**config.mk**
```make
export PLATFORM = sky130hd
export DESIGN_NAME = vga_timing_gen
export DESIGN_NICKNAME = d
export VERILOG_FILES = /design/src/rtl/vga_pkg.sv /design/src/rtl/vga_axis_counter.sv /design/src/rtl/vga_timing_gen.sv
export SDC_FILE = /design/constraint.sdc
export NUM_CORES = 1
export LEC_CHECK = 0
export BUFFER_PORTS_ARGS = -buffer_cell sky130_fd_sc_hd__buf_2
export CORE_MARGIN = 2
export CORE_UTILIZATION = 33
export DETAILED_ROUTE_END_ITERATION = 8
export PLACE_DENSITY_LB_ADDON = 0.25
export SYNTH_ARGS = -nofsm -noshare
export SYNTH_HDL_FRONTEND = slang
export SYNTH_SLANG_ARGS = --single-unit
```
**constraint.sdc**
```tcl
create_clock -name CLK_25M -period 2.7 [get_ports CLK_25M]
set_input_delay 0.54 -clock CLK_25M [delete_from_list [all_inputs] [get_ports CLK_25M]]
set_output_delay 0.54 -clock CLK_25M [all_outputs]
set_load 0.005 [all_outputs]
```
**src/rtl/vga_pkg.sv**
```systemverilog
// Shared definitions for the VGA raster timing generator: default 640x480@60
// timing, the per-axis phase encoding and a helper that sums an axis period.
package vga_pkg;

    localparam int unsigned DEF_H_ACTIVE = 640;
    localparam int unsigned DEF_H_FP     = 16;
    localparam int unsigned DEF_H_SYNC   = 96;
    localparam int unsigned DEF_H_BP     = 48;
    localparam int unsigned DEF_V_ACTIVE = 480;
    localparam int unsigned DEF_V_FP     = 10;
    localparam int unsigned DEF_V_SYNC   = 2;
    localparam int unsigned DEF_V_BP     = 33;

    // Phase of one raster axis, visited strictly in this order.
    typedef enum logic [1:0] {
        PH_ACTIVE = 2'd0,
        PH_FP     = 2'd1,
        PH_SYNC   = 2'd2,
        PH_BP     = 2'd3
    } phase_e;

    // Number of counts in one full period of an axis.
    function automatic int unsigned axis_total(input int unsigned active,
                                               input int unsigned fp,
                                               input int unsigned sync,
                                               input int unsigned bp);
        return active + fp + sync + bp;
    endfunction

endpackage

```
**src/rtl/vga_axis_counter.sv**
```systemverilog
// One raster axis: a wrapping position counter with its phase FSM.
// The next-state count and phase are exported so the parent can register
// outputs that describe the position held after the same edge.
module vga_axis_counter
    import vga_pkg::*;
#(
    parameter int unsigned ACTIVE = DEF_H_ACTIVE,
    parameter int unsigned FP     = DEF_H_FP,
    parameter int unsigned SYNC   = DEF_H_SYNC,
    parameter int unsigned BP     = DEF_H_BP,
    parameter int unsigned W      = 10
) (
    input  logic         clk,
    input  logic         rst_n,
    input  logic         advance,
    output logic [W-1:0] cnt_nxt,
    output phase_e       phase_nxt,
    output logic         wrap
);

    localparam int unsigned TOTAL  = axis_total(ACTIVE, FP, SYNC, BP);
    localparam logic [W-1:0] LAST   = W'(TOTAL - 1);
    localparam logic [W-1:0] B_FP   = W'(ACTIVE);
    localparam logic [W-1:0] B_SYNC = W'(ACTIVE + FP);
    localparam logic [W-1:0] B_BP   = W'(ACTIVE + FP + SYNC);

    logic [W-1:0] cnt_q, cnt_d;
    phase_e       phase_q, phase_d;

    assign wrap      = advance && (cnt_q == LAST);
    assign cnt_nxt   = cnt_d;
    assign phase_nxt = phase_d;

    // Next count and next phase; the phase moves on when the count reaches
    // the first position of the following region.
    always_comb begin
        cnt_d   = cnt_q;
        phase_d = phase_q;
        if (advance) begin
            cnt_d = wrap ? '0 : cnt_q + W'(1);
            unique case (phase_q)
                PH_ACTIVE: if (cnt_d == B_FP)   phase_d = PH_FP;
                PH_FP:     if (cnt_d == B_SYNC) phase_d = PH_SYNC;
                PH_SYNC:   if (cnt_d == B_BP)   phase_d = PH_BP;
                PH_BP:     if (cnt_d == '0)     phase_d = PH_ACTIVE;
            endcase
        end
    end

    // State registers; reset parks the axis on its last position so the
    // first advance lands on position 0.
    always_ff @(posedge clk) begin
        if (!rst_n) begin
            cnt_q   <= LAST;
            phase_q <= PH_BP;
        end else begin
            cnt_q   <= cnt_d;
            phase_q <= phase_d;
        end
    end

endmodule

```
**src/rtl/vga_timing_gen.sv**
```systemverilog
// Raster timing generator for the display path: sync pulses, data enable,
// pixel coordinates and line/frame start strobes, all registered and decoded
// from the counters' next state so they describe the position after the edge.
module vga_timing_gen
    import vga_pkg::*;
#(
    parameter int unsigned H_ACTIVE = DEF_H_ACTIVE,
    parameter int unsigned H_FP     = DEF_H_FP,
    parameter int unsigned H_SYNC   = DEF_H_SYNC,
    parameter int unsigned H_BP     = DEF_H_BP,
    parameter int unsigned V_ACTIVE = DEF_V_ACTIVE,
    parameter int unsigned V_FP     = DEF_V_FP,
    parameter int unsigned V_SYNC   = DEF_V_SYNC,
    parameter int unsigned V_BP     = DEF_V_BP,
    parameter bit          HS_POL   = 1'b0,
    parameter bit          VS_POL   = 1'b0,
    parameter int unsigned X_W      = 10,
    parameter int unsigned Y_W      = 10
) (
    input  logic           CLK_25M,
    input  logic           rst_n,
    input  logic           en,
    output logic           hsync,
    output logic           vsync,
    output logic           de,
    output logic [X_W-1:0] x,
    output logic [Y_W-1:0] y,
    output logic           line_start,
    output logic           frame_start
);

    localparam int unsigned H_TOTAL = axis_total(H_ACTIVE, H_FP, H_SYNC, H_BP);
    localparam int unsigned V_TOTAL = axis_total(V_ACTIVE, V_FP, V_SYNC, V_BP);

    if (H_ACTIVE == 0 || H_FP == 0 || H_SYNC == 0 || H_BP == 0 ||
        V_ACTIVE == 0 || V_FP == 0 || V_SYNC == 0 || V_BP == 0) begin : g_bad_timing
        $error("vga_timing_gen: every timing parameter must be nonzero");
    end
    if (64'(H_TOTAL) > (64'd1 << X_W)) begin : g_bad_x_w
        $error("vga_timing_gen: H_TOTAL does not fit in X_W bits");
    end
    if (64'(V_TOTAL) > (64'd1 << Y_W)) begin : g_bad_y_w
        $error("vga_timing_gen: V_TOTAL does not fit in Y_W bits");
    end

    logic [X_W-1:0] h_cnt_nxt;
    logic [Y_W-1:0] v_cnt_nxt;
    phase_e         h_phase_nxt, v_phase_nxt;
    logic           h_wrap, v_wrap;
    logic           v_advance;

    // Vertical position only moves when the line wraps.
    assign v_advance = en && h_wrap;

    vga_axis_counter #(
        .ACTIVE(H_ACTIVE), .FP(H_FP), .SYNC(H_SYNC), .BP(H_BP), .W(X_W)
    ) u_h_axis (
        .clk      (CLK_25M),
        .rst_n    (rst_n),
        .advance  (en),
        .cnt_nxt  (h_cnt_nxt),
        .phase_nxt(h_phase_nxt),
        .wrap     (h_wrap)
    );

    vga_axis_counter #(
        .ACTIVE(V_ACTIVE), .FP(V_FP), .SYNC(V_SYNC), .BP(V_BP), .W(Y_W)
    ) u_v_axis (
        .clk      (CLK_25M),
        .rst_n    (rst_n),
        .advance  (v_advance),
        .cnt_nxt  (v_cnt_nxt),
        .phase_nxt(v_phase_nxt),
        .wrap     (v_wrap)
    );

    logic           hsync_q, hsync_d;
    logic           vsync_q, vsync_d;
    logic           de_q, de_d;
    logic [X_W-1:0] x_q, x_d;
    logic [Y_W-1:0] y_q, y_d;
    logic           line_start_q, line_start_d;
    logic           frame_start_q, frame_start_d;
    logic           h_act, v_act;

    // Output decode from the next-state position; a stalled raster holds
    // syncs and x while de and the strobes drop.
    always_comb begin
        h_act         = (h_phase_nxt == PH_ACTIVE);
        v_act         = (v_phase_nxt == PH_ACTIVE);
        hsync_d       = (h_phase_nxt == PH_SYNC) ? HS_POL : !HS_POL;
        vsync_d       = (v_phase_nxt == PH_SYNC) ? VS_POL : !VS_POL;
        de_d          = en && h_act && v_act;
        x_d           = x_q;
        if (en) begin
            x_d = de_d ? h_cnt_nxt : '0;
        end
        y_d           = v_act ? v_cnt_nxt : '0;
        line_start_d  = en && (h_cnt_nxt == '0) && v_act;
        frame_start_d = en && (h_cnt_nxt == '0) && (v_cnt_nxt == '0);
    end

    // Output registers, forced to the idle raster state by reset.
    always_ff @(posedge CLK_25M) begin
        if (!rst_n) begin
            hsync_q       <= !HS_POL;
            vsync_q       <= !VS_POL;
            de_q          <= 1'b0;
            x_q           <= '0;
            y_q           <= '0;
            line_start_q  <= 1'b0;
            frame_start_q <= 1'b0;
        end else begin
            hsync_q       <= hsync_d;
            vsync_q       <= vsync_d;
            de_q          <= de_d;
            x_q           <= x_d;
            y_q           <= y_d;
            line_start_q  <= line_start_d;
            frame_start_q <= frame_start_d;
        end
    end

    assign hsync       = hsync_q;
    assign vsync       = vsync_q;
    assign de          = de_q;
    assign x           = x_q;
    assign y           = y_q;
    assign line_start  = line_start_q;
    assign frame_start = frame_start_q;

    // The frame wrap is implied by the line wrap and the vertical count.
    logic unused_v_wrap;
    assign unused_v_wrap = v_wrap;

endmodule
```
==> run summary <==
The flow ran to the end, and the final reports show no timing, DRC or antenna violations. The H-tree depth reported by CTS was 2; the total die area was 9060 um^2. Walking the worst path, the cells encountered are ha_4 -> or4b_4 -> o22ai_2 -> o211ai_2 -> or2_4 -> or2_4 -> or3b_4 -> nor4_4. The logs give 347 for the number of nets in the synthesized netlist and 4 for the detailed-routing iteration count for the pre-antenna-repair pass. In this run the worst path has a maximum fanout of 3.

The netlist uses 68 different library cells. The core region is 8130 um^2. The path class of the lowest-slack min-delay path was flop to flop. After detailed routing, the number of remaining DRC violations is 0. The tool flagged a number of max-cap violations equal to 0. The final RePlAce weighted congestion was 0.915. Remaining max-slew budget at the tightest pin: 59.0%.

The run gives 49 as the clock sink total. Once detail routing completed, the nets flagged for antenna violations numbered 0. The tools report the kind of end point of the critical path as a flop.

The share of async-settable or async-resettable flops after synthesis works out to 0%. After clock tree synthesis, the setup repair step added 0 buffers. At the worst endpoint, the arrival time is 2840 ps. The layout overhead on the synthesized area was 26.5%. For this run the aggregate overflow at the end of global routing stands at 0.

After detailed routing, the number of vias per cell comes to 5.29. The first routing iteration left 165 violations. The largest voltage drop on the vdd net is 0.000196 V, and the total power of the final layout is 1.78 mW. The synthesized area divided by synthesized cell count came out at 8.05 um^2.

The hold violation total from the final report came out at 0. The synthesized design contains 49 register bits. The global-route wire length before repair is 12.2 mm.

In the post-route analysis, the smallest setup slack over all paths is 66.9 ps. The delay contributed by the slowest stage of the critical path was 520 ps. Of all cell types, the one taking the most synthesized area is sky130_fd_sc_hd__dfxtp_1. Die span in y: 95.2 um. The CTS buffer count was 5; the total routing resource utilization after global routing was 17.0%. For this design the static power due to leakage is 1.36 nW.

Prior to clock tree synthesis, the placed netlist has a worst setup slack of -70.7 ps. In the post-synthesis netlist, the biggest area contributors are sky130_fd_sc_hd__dfxtp_1, sky130_fd_sc_hd__nand2_1, sky130_fd_sc_hd__nor2_1. The fraction of the cycle the final worst path needs was 97.5%.

The routed layout has 2639 vias. The maximum clock frequency is 380 MHz, and the final antenna diode count is 0. The most common cell after layout, fill and taps aside was sky130_fd_sc_hd__dfxtp_1. In the synthesized netlist, the number of instances is 341. Among the stages of the critical path, the cell type that occurs most often is sky130_fd_sc_hd__or2_4.

The post-route netlist has 29.7% of its cells at a drive strength greater than 1. Number of global-route vias before repair: 2363. The critical path in this run is classified as flop to flop. The tools report the final count of pins violating max slew as 0.

The total buffers and inverters traversed by the critical path is 0. Flip-flop cell with the highest count after synthesis: sky130_fd_sc_hd__dfxtp_1. Once layout is complete, the utilization of the core stands at 42.7%. For the final non-filler cell area, the log shows 3470 um^2. For the total setup violations reported at the end of the flow, the log shows 0.

Entering global routing, the biggest net connects 22 pins. Setup total negative slack on the finished layout was measured at 0 ps. In this run the deepest clock path goes through 2 buffers. After detailed placement, the total cell area comes to 3250 um^2. For the pin with the worst max-slew slack, the measured transition is 613 ps.

The hold buffer count at CTS is 0, and the die width is 95.2 um. The wire-length estimate of the detail-placed layout is 5.39 mm. Area of the mapped netlist: 2740 um^2. Data on the critical path is required at its endpoint by 2910 ps.

The logs give 33.7% for the initial core utilization and 985 um^2 for the area of all sequential standard cells. The smallest clock period supported by the final layout is computed as 2630 ps. The standard cell with the maximum stage delay on the critical path is sky130_fd_sc_hd__or4b_4. The total of warnings raised by yosys was 0.

The tools report the number of rows in the core area as 33. The tree is rooted in a sky130_fd_sc_hd__clkbuf_8. Dividing total power by cell area gives a power density of 513 nW/um^2. In this run the count of I/O pins placed on the die edge is 28. During placement, the flow inserted port buffers numbering 27. Counting buffers and inverters, the worst setup path is 8 cells deep. Along the worst hold path, the cell count comes to 2.

Post-detailed-route wirelength per cell: 15.0 um. The clock transition at the register clock pins on the worst setup and hold paths after CTS works out to 100 ps. The setup skew after layout is 6.33 ps, and the number of enable flip-flop cells after synthesis is 0. The later pin in the worst-skew pair is clocked with a latency of 300 ps. The library cells used most frequently in the layout, excluding fill and tap cells, are sky130_fd_sc_hd__dfxtp_1, sky130_fd_sc_hd__nand2_1, sky130_fd_sc_hd__buf_4, sky130_fd_sc_hd__nor2_1, sky130_fd_sc_hd__buf_2. The tools report the initial antenna violation count as 0. The tools report the type of origin of the critical path as a flop. The filler cells instantiated in the layout total 824. The routed design has 7.49 mm of wire. For this run, the post-layout net count is 399. The multi-input combinational cells in the finished layout cover a total of 1700 um^2. The run gives 35.8% as the sequential share of the synthesized area. The kind of cell with the highest combined delay along the critical path is simple AND/OR/NAND/NOR gates.

The number of cells on the worst reg-to-reg path is 8. TritonCTS built the clock tree. The share of synthesized area in the top cell type comes to 35.8%.
[synth_stat cells (3+ instances only)]
library cell,instances
sky130_fd_sc_hd__buf_2,10
sky130_fd_sc_hd__o31ai_2,7
sky130_fd_sc_hd__a21oi_1,9
sky130_fd_sc_hd__a22oi_1,3
sky130_fd_sc_hd__o41ai_1,3
sky130_fd_sc_hd__nand2_1,45
sky130_fd_sc_hd__buf_4,3
sky130_fd_sc_hd__ha_1,3
sky130_fd_sc_hd__and2_1,4
sky130_fd_sc_hd__o31ai_1,4
sky130_fd_sc_hd__nor3_1,13
sky130_fd_sc_hd__nor4_1,8
sky130_fd_sc_hd__a31oi_1,3
sky130_fd_sc_hd__nand3_1,11
sky130_fd_sc_hd__and3_1,4
sky130_fd_sc_hd__clkbuf_1,15
sky130_fd_sc_hd__inv_1,8
sky130_fd_sc_hd__o21ai_1,5
sky130_fd_sc_hd__xnor2_1,8
sky130_fd_sc_hd__nand4_1,9
sky130_fd_sc_hd__nor2b_1,4
sky130_fd_sc_hd__dfxtp_1,49
sky130_fd_sc_hd__or3_1,7
sky130_fd_sc_hd__o21ai_0,10
sky130_fd_sc_hd__nor2_1,35
sky130_fd_sc_hd__xor2_1,8
[repair_timing]
item,in CTS,in global routing
endpoints found under the setup margin,2,25
resized for setup,5,18
gates cloned,0,0
pin swaps,1,5
[worst reg2reg max path, cell delays in order (launching register included)]
cell                       delay, ps
sky130_fd_sc_hd__dfxtp_1         380
sky130_fd_sc_hd__ha_4            210
sky130_fd_sc_hd__or4b_4          520
sky130_fd_sc_hd__o22ai_2         120
sky130_fd_sc_hd__o211ai_2        100
sky130_fd_sc_hd__or2_4           270
sky130_fd_sc_hd__or2_4           270
sky130_fd_sc_hd__or3b_4          410
sky130_fd_sc_hd__nor4_4          250
[per-layer routing]
| layer | routed length [um] | track usage [%] | share of wire (%) |
|---|---|---|---|
| met1 | 3780 | 25.5 | 51 |
| met3 | 302 | 2.21 | 4.0 |
| met5 | 0 | 0 | 0 |
| met4 | 80 | 4.35 | 1.1 |
| met2 | 3320 | 25.6 | 44 |
[report_power, final]
part           internal [mW]  switching, mW
clock network          0.279          0.256
logic                  0.200          0.267
registers              0.746         0.0332
total                   1.22          0.556
[area by class of cell]
cell class / count / share of cell area (%)
clock inverter: 2 / 1.12
clock buffer: 6 / 2.09
multi-input combinational: 255 / 49.0
tap: 105 / 3.78
timing repair buffer: 74 / 14.8
sequential: 49 / 28.4
inverter: 8 / 0.865
[final timing paths]
| path | start | to | slack (ps) |
|---|---|---|---|
| max | u_h_axis.cnt_q[1] | frame_start | 70 |
| min | x[0] | x[0] | 450 |
| max reg2reg | u_h_axis.cnt_q[1] | frame_start | 70 |
| min reg2reg | x[0] | x[0] | 450 |
[state kept, by name, summed over array words and instances, names as in the netlist]
register          cells
y                    10
frame_start           1
u_h_axis.cnt_q       10
u_v_axis.phase_q      2
de                    1
vsync                 1
line_start            1
hsync                 1
u_v_axis.cnt_q       10
x                    10
u_h_axis.phase_q      2
[cell families (layout without fill, tap and decap cells)]
kind of cell | count (synthesis) | in the layout | share of synthesized area (%)
fa+ha+maj | 3 | 3 | 1.37
buf+inv | 37 | 90 | 6.20
xor+xnor | 16 | 16 | 5.11
flops | 49 | 49 | 35.8
compound gates | 72 | 72 | 20.1
mux | 2 | 2 | 0.730
simple gates | 162 | 162 | 30.7
[stage by stage]
stage | cells | hold WS, ps
CTS | 499 | 455
floorplan | 341 | 442
detailed placement | 491 | 441
finish | 499 | 446
global route | 499 | 479
global placement | 491 | 432
(Power assumes the default switching activity.)
